File: config.mk
export PLATFORM = sky130hd
export DESIGN_NAME = pc_redirect_ctrl
export DESIGN_NICKNAME = d
export VERILOG_FILES = /design/src/rtl/pc_redirect_ctrl.sv
export SDC_FILE = /design/constraint.sdc
export NUM_CORES = 1
export LEC_CHECK = 0
export CORE_ASPECT_RATIO = 1.25
export CORE_MARGIN = 8
export CORE_UTILIZATION = 45
export CTS_CLUSTER_DIAMETER = 40
export DETAILED_ROUTE_END_ITERATION = 10
export GPL_TIMING_DRIVEN = 0
export PLACE_DENSITY = 0.76
export SLEW_MARGIN = 10
export SYNTH_ARGS = -nofsm -noshare
export SYNTH_HDL_FRONTEND = slang
export SYNTH_SLANG_ARGS = --single-unit
File: constraint.sdc
create_clock -name clk -period 2.3 [get_ports clk]
set_clock_uncertainty 0.2 [all_clocks]
set_input_delay 0.69 -clock clk [delete_from_list [all_inputs] [get_ports clk]]
set_output_delay 0.69 -clock clk [all_outputs]
set_load 0.02 [all_outputs]
File: src/rtl/pc_redirect_ctrl.sv
`default_nettype none
// ============================================================================
//  Module      : pc_redirect_ctrl
//  Description : Fetch-stage PC sequencer. Owns the PC register, computes
//                branch and jump targets from the ID-stage instruction, and
//                arbitrates between sequential fetch, load-use stalls,
//                ID-stage redirects and instruction-memory wait states.
//                Drives the IF/ID load enable and bubble-insert flush.
//  Revision    : 1.0 - initial release
// ============================================================================
module pc_redirect_ctrl #(
    parameter logic [31:0] RESET_PC = 32'h0000_0000,
    parameter int          IMM_W    = 16,
    parameter int          JADDR_W  = 26,
    parameter int          SHIFT    = 2
) (
    input  logic               clk,
    input  logic               rst_n,
    input  logic               stall_id,
    input  logic               branch_taken,
    input  logic [IMM_W-1:0]   branch_imm,
    input  logic               jump,
    input  logic [JADDR_W-1:0] jump_addr,
    input  logic [31:0]        id_pc_plus4,
    input  logic               imem_ready,
    output logic [31:0]        pc_out,
    output logic [31:0]        if_pc_plus4,
    output logic               if_id_write,
    output logic               if_id_flush,
    output logic               redirect_pending
);

    // RUN: normal sequencing. PEND: a redirect was accepted while the
    // wrong-path fetch was still outstanding; wait for it to retire.
    typedef enum logic [0:0] {
        S_RUN  = 1'b0,
        S_PEND = 1'b1
    } state_t;

    state_t      state_q, state_d;
    logic [31:0] pc_q, pc_d;
    logic [31:0] pend_tgt_q, pend_tgt_d;

    logic [31:0] w_imm_sext;
    logic [31:0] w_branch_tgt;
    logic [31:0] w_jump_tgt;
    logic [31:0] w_target;
    logic        w_redirect_req;

    // Target computation: the jump field replaces the low 28 bits of PC+4,
    // the branch offset is a signed word count added to PC+4.
    assign w_imm_sext     = {{(32-IMM_W){branch_imm[IMM_W-1]}}, branch_imm};
    assign w_branch_tgt   = id_pc_plus4 + (w_imm_sext << SHIFT);
    assign w_jump_tgt     = {id_pc_plus4[31:28], jump_addr, {SHIFT{1'b0}}};
    assign w_redirect_req = !stall_id && (jump || branch_taken);
    assign w_target       = jump ? w_jump_tgt : w_branch_tgt;

    assign pc_out           = pc_q;
    assign if_pc_plus4      = pc_q + 32'd4;
    assign redirect_pending = (state_q == S_PEND);

    // IF/ID control is combinational so a redirect squashes the wrong-path
    // fetch in the same cycle it is resolved.
    always_comb begin
        if_id_write = 1'b1;
        if_id_flush = 1'b1;
        if (!rst_n) begin
            if_id_write = 1'b1;
            if_id_flush = 1'b1;
        end else if (state_q == S_PEND) begin
            if_id_write = 1'b1;
            if_id_flush = 1'b1;
        end else if (stall_id) begin
            if_id_write = 1'b0;
            if_id_flush = 1'b0;
        end else if (w_redirect_req || !imem_ready) begin
            if_id_write = 1'b1;
            if_id_flush = 1'b1;
        end else begin
            if_id_write = 1'b1;
            if_id_flush = 1'b0;
        end
    end

    // Next-state selection for PC, pending target and FSM state.
    // The PC must not move while a fetch is outstanding, so a redirect that
    // arrives during a memory wait is parked in pend_tgt until it completes.
    always_comb begin
        pc_d       = pc_q;
        pend_tgt_d = pend_tgt_q;
        state_d    = state_q;
        case (state_q)
            S_RUN: begin
                if (stall_id) begin
                    pc_d = pc_q;
                end else if (w_redirect_req && imem_ready) begin
                    pc_d = w_target;
                end else if (w_redirect_req) begin
                    pend_tgt_d = w_target;
                    state_d    = S_PEND;
                end else if (imem_ready) begin
                    pc_d = pc_q + 32'd4;
                end
            end
            S_PEND: begin
                if (imem_ready) begin
                    pc_d    = pend_tgt_q;
                    state_d = S_RUN;
                end
            end
            default: begin
                state_d = S_RUN;
            end
        endcase
    end

    // State registers; asynchronous reset discards any parked redirect.
    always_ff @(posedge clk or negedge rst_n) begin
        if (!rst_n) begin
            state_q    <= S_RUN;
            pc_q       <= RESET_PC;
            pend_tgt_q <= 32'h0000_0000;
        end else begin
            state_q    <= state_d;
            pc_q       <= pc_d;
            pend_tgt_q <= pend_tgt_d;
        end
    end

endmodule
`default_nettype wire

# Word-level counts from Yosys, hierarchy flattened
# Index checks and enable logic that the tools add are counted.
# classes
add_sub_neg	2
n_eq_ne	4
muxes	19
bitwise	3
n_reduce_logical	8
# op_table
op	n
$mux W32	6
$pmux W32 S2	1
$add A32 B3 Y32 const B	1
$add A32 B32 Y32	1
$mux W1	11
$reduce_and A4 Y1	2
$ne A3 B3 Y1 const B	2
$ne A2 B2 Y1 const B	2
$not A1 Y1	3
$logic_and A1 B1 Y1	2
$logic_not A1 Y1	2
$logic_or A1 B1 Y1	2
$pmux W1 S2	1
# word_totals
ff_bits	65
in_bits	80
output_inout_bits	67
word_cells	39

# Logic depth before layout (Yosys ltp)
# Gate-level depths: netlist of run 1.
# depth
ltp_word	7
depth_mapped	11
depth_no_buf	11

# Least setup slack after synthesis of run 1
# OpenSTA, ideal clock, no wires.
# synth_timing
kind	input to register
start	input port branch_imm[0]
end	register pc_q[26] (netlist: pc_out[26])
setup_ps	135
t_arrival_ps	2904
required_ps	1965
path_slack_ps	-938
stages	11
path_buffers	0
cell_sequence	ha_1 fa_1 a211oi_1 o21ai_1 and4_1 o21ai_1 a21bo_2 a21boi_0 or3_1 a31oi_1 a211oi_1
# synth_between
elab_chain_cells	5
# synth_lines
item	line_no	source
from (decl)	21	input logic [IMM_W-1:0] branch_imm,
$add A32 B32 Y32	53	assign w_branch_tgt = id_pc_plus4 + (w_imm_sext << SHIFT);
$mux W32	56	assign w_target = jump ? w_jump_tgt : w_branch_tgt;
$mux W32	96	end else if (w_redirect_req && imem_ready) begin
$mux W32	94	if (stall_id) begin
$pmux W32 S2	92	case (state_q)
to (signal assigned)	125	pc_q <= pc_d;
to (decl)	41	logic [31:0] pc_q, pc_d;
# Every way passes these cells. The select of a mux whose other input is x is not followed.
# A chain may end at the register's enable or synchronous reset.

# Worst setup path in the final report of run 1
# layout_timing
start	register pc_q[18] (netlist: pc_out[18])
end	output port if_pc_plus4[26]
# layout_between
elab_chain_cells	1
# layout_lines
item	line_no	source
$add A32 B3 Y32	59	assign if_pc_plus4 = pc_q + 32'd4;
to (decl)	27	output logic [31:0] if_pc_plus4,
# Every way passes these cells.

==> flow_summary.json, run 1 <==
{
  "drtPass1Iterations": 7,
  "place_congestion": 0.964,
  "cts_tree": "built",
  "violations": "setup timing",
  "maxCapViolCount": 0,
  "die_w_um": 114,
  "synth-seq-cells": 65,
  "syn_area_per_cell_um2": 7.92,
  "instances_no_fill": 1160,
  "clkPwrFrac_pct": 18.8,
  "seqPwrFrac_pct": 25.2,
  "worstPathMaxFanout": 5,
  "syn-cell-area_um2": 5420,
  "rsz0062_at_grt": "yes",
  "cp.arrival_ps": 2190,
  "startpoint_type": "flip-flop",
  "p_leak_nw": 4.58,
  "drt_iter0_drc": 775,
  "die_h_um": 139,
  "area_delta_synth_final_pct": 91.8,
  "ys_types": 63,
  "setup_viol": 82,
  "fp.coreArea_um2": 11900,
  "post-place-ws_ps": -1940,
  "worstMarginPinSlew_ps": 996,
  "dp_hpwl_mm": 16.9,
  "n_antenna_cell": 0,
  "grtUsageTotal_pct": 30.3,
  "slew_headroom_pct": 33.4,
  "synth_edf_count": 0,
  "synthCells": 684,
  "cts_buffer_depth": 2,
  "layout-drive-gt1-share_pct": 48.4,
  "grt_pass1_vias": 7014,
  "setup.worst_path.class": "flip-flop to output pin",
  "nNetsFinal": 1102,
  "synth_seq_area_share_pct": 30.0,
  "peakVddDrop_uv": 450,
  "async_reset_ff_share_pct": 100,
  "slew_viol_final": 0,
  "syn_nets": 795,
  "io_buffers": 146,
  "grt_max_degree": 45,
  "drt-total-wl_mm": 29.0,
  "cp-end-kind": "output pin",
  "cts_sinks": 65,
  "yosys_warnings": 0,
  "switching_share_pct": 41.5,
  "root_buffer": "clkbuf_16",
  "grt_pass1_wl_mm": 37.7,
  "start_util_pct": 45.4,
  "power.switching_mw": 3.04,
  "hold_viol_final": 0,
  "clock.fmax_ghz": 0.325,
  "final_common_cell": "buf_4",
  "combPwrFrac_pct": 56.1,
  "p_per_area_nw_per_um2": 706,
  "status": "finished with violations",
  "num_vias": 7432,
  "dieArea_um2": 15800,
  "post_drt_wl_per_cell_um": 25.0,
  "rows": 45,
  "critPathRequiredTime_ps": 1410,
  "cts_max_level": 3,
  "numCtsBuffers": 9,
  "setup_ws_ps": -780,
  "final_cell_mix": "buf_4 (131), nand2_1 (80), buf_6 (59), dfrtp_1 (48)",
  "ant_nets": 0,
  "antenna_found_initial": 0,
  "clk_latency_ps": 340,
  "pin_count": 147,
  "path_clk_slew_ps": 60,
  "period_share_pct": 134,
  "final.min_clock_period_ps": 3080,
  "synthFlopType": "dfrtp_1",
  "hold_class": "primary input to asynchronous set/reset pin",
  "dp.cells": 995,
  "via_per_inst": 6.41,
  "grt_overflow": 0,
  "drc": 0,
  "intPower_mw": 4.29
}
## cells in the mapped netlist, drive strengths merged, types with 3 or more instances
cell type | number | area share [%]
a211oi | 9 | 1.2
a21boi | 3 | 0.42
a21o | 12 | 1.7
a21oi | 58 | 5.4
a22o | 3 | 0.49
a31oi | 13 | 1.5
and2 | 10 | 1.2
and3 | 20 | 2.3
and4 | 5 | 0.85
buf | 3 | 0.35
clkbuf | 31 | 2.2
dfrtp | 65 | 30
ha | 30 | 6.9
inv | 12 | 0.83
mux2 | 3 | 0.62
mux2i | 13 | 2.4
nand2 | 94 | 6.6
nand2b | 4 | 0.46
nand3 | 23 | 2.1
nand4 | 8 | 1.2
nor2 | 51 | 3.5
nor2b | 4 | 0.46
nor3 | 9 | 0.92
o211ai | 12 | 1.7
o21a | 6 | 0.83
o21ai | 84 | 7.8
o21bai | 6 | 0.83
o31a | 4 | 0.65
o31ai | 5 | 0.69
or3 | 8 | 0.95
xnor2 | 31 | 5.0
xor2 | 19 | 3.1
## per-stage QoR
stage / instance area [um^2] / util (%) / TNS [ps] / hold slack [ps] / power [mW]
6_report: 10400 / 87.1 / -41610 / 106 / 7.33
5_1_grt: 10400 / 87.1 / -46110 / 129 / 7.56
4_1_cts: 9430 / 79.0 / -37130 / 19.4 / 6.57
3_5_place_dp: 7720 / 64.7 / -106440 / 253 / 4.72
3_3_place_gp: 7700 / 64.5 / -233950 / 247 / 4.65
2_1_floorplan: 6030 / - / -21030 / 194 / 3.44
## critical path, stage by stage, from the launching register on
cell	delay, ps
dfrtp_2	470
and4_4	290
and4_4	300
and3_4	240
and3_4	220
xor2_4	190
buf_6	140
## cell type report
class	count	area, um^2
fill	609	1550
tap	164	205
clock inverter	3	40.0
multi-input combinational	572	5290
sequential	65	1650
inverter	13	48.8
clock buffer	13	250
timing repair buffer	300	2710
buffer	30	199
## cells by family after synthesis
logic type               count (synthesis)  synth area share [%]
AO/OA/AOI/OAI                          234                  26.5
XOR/XNOR                                50                  8.08
adder cells (fa/ha/maj)                 31                  7.30
buffers and inverters                   47                  3.42
flip-flops                              65                  30.0
multiplexers                            16                  3.03
AND/OR/NAND/NOR                        241                  21.7
## metal layers
metal | track usage (%) | routed length [um] | share of wire [%] | vias to the layer above
met5 | 0 | 0 | 0 | -
met1 | 34.4 | 10100 | 35 | 3585
li1 | - | - | - | 3094
met2 | 53.3 | 14700 | 51 | 575
met4 | 14.7 | 1690 | 5.8 | 0
met3 | 4.92 | 2500 | 8.6 | 178
## power by group through the flow
stage	clock (mW)	sequential [mW]	combinational, mW
after floorplan	0	1.97	1.47
after global placement	0	1.83	2.82
after detailed placement	0	1.85	2.87
after CTS	1.35	1.80	3.41
after global routing	1.41	1.86	4.28
final	1.38	1.85	4.11
## final timing paths
kind / endpoint / slack (ps) / startpoint / depth (start not counted)
min reg2reg: pend_tgt_q[27]$_DFFE_PN0P_ / 290 / pend_tgt_q[27]$_DFFE_PN0P_ / 2
min in group clk: pend_tgt_q[27]$_DFFE_PN0P_ / 290 / pend_tgt_q[27]$_DFFE_PN0P_ / 2
max: if_pc_plus4[26] / -780 / pc_out[18]$_DFFE_PN0P_ / 6
max reg2reg: pc_out[28]$_DFFE_PN0P_ / -250 / pc_out[18]$_DFFE_PN0P_ / 10
min: pc_out[22]$_DFFE_PN0P_ / 110 / rst_n / 2
max in group asynchronous: pc_out[27]$_DFFE_PN0P_ / 330 / rst_n / 2
## flip-flops by register name, summed over array words and instances (netlist names)
name	count
pc_out	32
redirect_pending	1
pend_tgt_q	32
## timing repair
action                                  in CTS  in global routing
gates resized for setup                    499                165
hold endpoints to repair                     0                  2
pin swaps                                  127                102
buffers inserted                            92                 64
hold buffers                                 0                  2
endpoints found under the setup margin     116                102
Note: power is estimated with default switching activity, not from simulation.
==> run 2, diff against run 1 <==
--- a/config.mk
+++ b/config.mk
@@ -10,6 +10,7 @@
 export CORE_UTILIZATION = 45
 export CTS_CLUSTER_DIAMETER = 40
 export DETAILED_ROUTE_END_ITERATION = 10
+export GPL_ROUTABILITY_DRIVEN = 1
 export GPL_TIMING_DRIVEN = 0
 export PLACE_DENSITY = 0.76
 export SLEW_MARGIN = 10
==> results of run 2 <==
Same layout as run 1: the final DEF is identical, and so are final timing and power.
==> run 3, diff against run 2 <==
--- a/config.mk
+++ b/config.mk
@@ -5,10 +5,12 @@
 export SDC_FILE = /design/constraint.sdc
 export NUM_CORES = 1
 export LEC_CHECK = 0
+export CAP_MARGIN = 20
 export CORE_ASPECT_RATIO = 1.25
 export CORE_MARGIN = 8
 export CORE_UTILIZATION = 45
 export CTS_CLUSTER_DIAMETER = 40
+export CTS_CLUSTER_SIZE = 30
 export DETAILED_ROUTE_END_ITERATION = 10
 export GPL_ROUTABILITY_DRIVEN = 1
 export GPL_TIMING_DRIVEN = 0
==> results of run 3 <==
Same layout as run 1: the final DEF is identical, and so are final timing and power.
